## config.mk

```make
export PLATFORM = sky130hd
export DESIGN_NAME = registrador_flags
export DESIGN_NICKNAME = d
export VERILOG_FILES = /design/src/rtl/registrador_flags.sv
export SDC_FILE = /design/constraint.sdc
export NUM_CORES = 1
export LEC_CHECK = 0
export CELL_PAD_IN_SITES_DETAIL_PLACEMENT = 0
export CELL_PAD_IN_SITES_GLOBAL_PLACEMENT = 2
export CORE_MARGIN = 2
export CORE_UTILIZATION = 10
export CTS_CLUSTER_DIAMETER = 120
export DETAILED_ROUTE_END_ITERATION = 10
export GPL_ROUTABILITY_DRIVEN = 0
export GPL_TIMING_DRIVEN = 0
export MAX_ROUTING_LAYER = met4
export PLACE_DENSITY_LB_ADDON = 0.1
export SETUP_SLACK_MARGIN = 0.3
export SLEW_MARGIN = 10
export SYNTH_ARGS = -nofsm -noshare
export SYNTH_HDL_FRONTEND = slang
export SYNTH_SLANG_ARGS = --single-unit
```

## constraint.sdc

```tcl
create_clock -name clock -period 0.8 [get_ports clock]
set_clock_uncertainty 0.1 [all_clocks]
set_input_delay 0.2 -clock clock [delete_from_list [all_inputs] [get_ports clock]]
set_output_delay 0.2 -clock clock [all_outputs]
set_load 0.005 [all_outputs]
```

## src/rtl/registrador_flags.sv

```systemverilog
// Branch-path flag register: captures ALU status {V,C,N,Z} and presents {gt,lt,V,C,N,Z}.
// Define FLAG_STACK_EN to compile in the save/restore LIFO stack; otherwise the stack ports are inert.
module registrador_flags #(
  parameter int LARGURA      = 16,
  parameter int PROFUNDIDADE = 4
) (
  input  logic               clock,
  input  logic               reset_n,
  input  logic [LARGURA-1:0] resultado,
  input  logic               carry_in,
  input  logic               overflow_in,
  input  logic               atualiza,
  input  logic [3:0]         mascara,
  input  logic               salvar,
  input  logic               restaurar,
  output logic [5:0]         flags,
  output logic               pilha_cheia,
  output logic               pilha_vazia,
  output logic               erro
);

  // Signed-compare bits derived from the stored base only.
  function automatic logic [5:0] derivar_flags(input logic [3:0] b);
    logic lt_v;
    lt_v = b[1] ^ b[3];
    return {(~b[0] & ~lt_v), lt_v, b};
  endfunction

  logic [3:0] base_q;
  logic [3:0] base_d;
  logic [3:0] novo_s;
  logic [3:0] atualizado_s;

  // New status values and the masked merge into the current base.
  always_comb begin
    novo_s = {overflow_in, carry_in, resultado[LARGURA-1], (resultado == {LARGURA{1'b0}})};
    if (atualiza) begin
      atualizado_s = (base_q & ~mascara) | (novo_s & mascara);
    end else begin
      atualizado_s = base_q;
    end
  end

  // Base flag register.
  always_ff @(posedge clock or negedge reset_n) begin
    if (!reset_n) begin
      base_q <= 4'b0000;
    end else begin
      base_q <= base_d;
    end
  end

  assign flags = derivar_flags(base_q);

`ifdef FLAG_STACK_EN
  localparam int CW = $clog2(PROFUNDIDADE + 1);
  localparam int IW = (PROFUNDIDADE > 1) ? $clog2(PROFUNDIDADE) : 1;

  logic [3:0]    pilha_q [PROFUNDIDADE];
  logic [CW-1:0] count_q;
  logic [CW-1:0] count_d;
  logic          erro_q;
  logic          erro_d;
  logic          cheia_s;
  logic          vazia_s;
  logic          push_ok_s;
  logic          pop_ok_s;
  logic          abuso_s;
  logic [IW-1:0] idx_topo_s;
  logic [IW-1:0] idx_push_s;

  // Stack control: a pop overrides the update; misuse is ignored and flagged.
  always_comb begin
    cheia_s    = (count_q == CW'(PROFUNDIDADE));
    vazia_s    = (count_q == {CW{1'b0}});
    push_ok_s  = salvar & ~restaurar & ~cheia_s;
    pop_ok_s   = restaurar & ~salvar & ~vazia_s;
    abuso_s    = (salvar & restaurar) | (salvar & cheia_s) | (restaurar & vazia_s);
    idx_topo_s = IW'(count_q - CW'(1));
    idx_push_s = IW'(count_q);
    base_d     = atualizado_s;
    count_d    = count_q;
    if (pop_ok_s) begin
      base_d  = pilha_q[idx_topo_s];
      count_d = count_q - CW'(1);
    end else if (push_ok_s) begin
      count_d = count_q + CW'(1);
    end else begin
      count_d = count_q;
    end
    erro_d = erro_q | abuso_s;
  end

  // Occupancy counter and sticky error.
  always_ff @(posedge clock or negedge reset_n) begin
    if (!reset_n) begin
      count_q <= {CW{1'b0}};
      erro_q  <= 1'b0;
    end else begin
      count_q <= count_d;
      erro_q  <= erro_d;
    end
  end

  // Stack storage; contents are don't-care after reset.
  always_ff @(posedge clock) begin
    if (push_ok_s) begin
      pilha_q[idx_push_s] <= base_q;
    end else begin
      pilha_q[idx_push_s] <= pilha_q[idx_push_s];
    end
  end

  assign pilha_cheia = cheia_s;
  assign pilha_vazia = vazia_s;
  assign erro        = erro_q;
`else
  logic sinais_unused_s;

  // Without the stack the base follows the masked update only.
  always_comb begin
    base_d = atualizado_s;
  end

  assign sinais_unused_s = salvar ^ restaurar;
  assign pilha_cheia     = 1'b0;
  assign pilha_vazia     = 1'b1;
  assign erro            = 1'b0;
`endif

endmodule

```

==> results.toml <==
[floorplan]
start_util_pct = 10.4
core_mm2 = 0.00245
die_w_um = 54.6
io_pins = 36
die_h_um = 54.6
rows = 18
die-area_mm2 = 0.00299

[clock_tree]
clkTransAtPathRegs_ps = 40
htreeDepth = 1
cts_tree = "yes"
cts_inserted_buffers = 3
insertion_delay_ps = 230
cts-root-buf = "clkbuf_4"
postCtsHoldBufs = 0
clockBufferDepth = 2
cts_sinks = 4

[sta]
setup_viol = 10
finalCriticalPeriod_ps = 1370
hold_viol = 0
holdWs_ps = 72.4
drv_slew = 0
max_freq_mhz = 729
rsz0062_at_grt = "true"
fin_ws_ps = -572
period_share_pct = 171
tns_ps = -2900

[yosys]
synth_top_family_by_area = "simple AND/OR/NAND/NOR gates"
ys_warn_count = 0
syn_avg_cell_area_um2 = 10.3
seq_area_frac_synth_pct = 39.0
synthSimpleGateAreaFrac_pct = 30.7
synth_area_um2 = 256
synth-xor-area-share_pct = 3.41
synth_cells = 25
synthDistinctLibCells = 10
ys_ff_latch = 4
muxShareOfSynthArea_pct = 13.2
yosys.area_share.adder_pct = 0
synth_compound_area_share_pct = 1.95

[drt]
drc = 0
dr.pass1.iters = 1
ant_nets = 0
routed_wl_um = 854
wl_per_cell_um = 8.99
vias_per_cell = 3.38
detailroute.via_count = 321
drtIter0Drc = 0

[cells_and_area]
fillers = 270
layout_common_cells = "buf_2, buf_4, buf_6"
areaGrowthSynthToFinish_pct = 144
layout_commonest_cell = "buf_2"
drive_gt1_share_pct = 58.5
diodes = 0
fin_nets = 94

[global_route]
grt_start_max_net_pins = 5
overflow = 0
grt.total_usage_pct = 6.74
antenna_found_initial = 0
grt_pass1_vias = 320
grt_pass1_wl_um = 1300

[critical_path]
crit_fanout = 2
cp-end-kind = "primary output"
startpoint_type = "register"
cp.arrival_ps = 1070
path_class = "reg2out"
crit_required_ps = 500

[power_and_ir_drop]
total_power_uw = 771
power.density_mw_per_mm2 = 1230
p_leak_uw = 0.000302
ir_drop_uv = 397

[outcome]
violations = "setup timing"
status = "finished with violations"

[placement]
port_buffers = 30
dp_slack_ps = -638

[worst_hold_path]
hp-class = "in2async"

[run]
maxCapViolations = 0
-- what timing repair did --
item | 4_1_cts | 5_1_grt
pin swaps | 8 | 1
endpoints found under the setup margin | 10 | 10
buffers inserted | 6 | 0
gates resized for setup | 73 | 8
cloned | 0 | 0
-- Yosys cell counts (all sizes together) --
library cell,n,area share [%]
nand2,5,7.3
nand4,1,2.4
nor4,4,20
dfrtp,4,39
xor2,1,3.4
nor2,1,1.5
buf,3,8.8
o21ai,1,1.9
mux2,3,13
conb,2,2.9
-- through the flow --
step	area [um^2]	instances	util, %
finish	626	95	25.5
CTS	614	95	25.0
global route	626	95	25.5
floorplan	273	26	-
global placement	611	86	24.9
detailed placement	611	86	24.9
-- cell families after synthesis --
kind of cell           after synthesis
other                                2
multiplexers                         3
buffers and inverters                3
XOR/XNOR                             1
AND/OR/NAND/NOR                     11
flip-flops                           4
AO/OA/AOI/OAI                        1
-- metal layers --
metal	GRT usage, %	routed length (um)	share of wire (%)	up-vias
li1	-	-	-	163
met1	7.70	380	44	136
met2	9.33	386	45	22
met3	1.91	87	10	0
met4	6.25	0	0	0
met5	-	0	0	-
-- critical path, stage by stage (launching register included) --
cell and delay [ps]:
dfrtp_1 380, xor2_1 170, buf_4 130, nor2_2 50, buf_2 100
-- cell type report --
| class | instances | area, um^2 | area share [%] |
|---|---|---|---|
| well taps | 30 | 37.5 | 6.00 |
| multi-input cells | 19 | 155 | 24.8 |
| clock buffers | 3 | 22.5 | 3.60 |
| repair buffers | 36 | 288 | 46.0 |
| plain buffers | 3 | 22.5 | 3.60 |
| flip-flops and latches | 4 | 100 | 16.0 |
-- power breakdown --
group	internal [uW]	switching (uW)	leakage (uW)
Combinational	188	96.3	0.000239
Sequential	226	13.0	0.0000492
Clock	168	79.9	0.0000138
-- path summary, 6_finish.rpt --
check                              start  slack (ps)  cells after the start         to
min in group clock         resultado[15]         120                      2   register
max                             register        -570                      4   flags[5]
max reg2reg                     register        -190                      2   register
max in group asynchronous        reset_n         350                      1  async pin
min reg2reg                     register         400                      1   register
min                              reset_n          70                      1  async pin
Power figures use the tool's default switching activity.
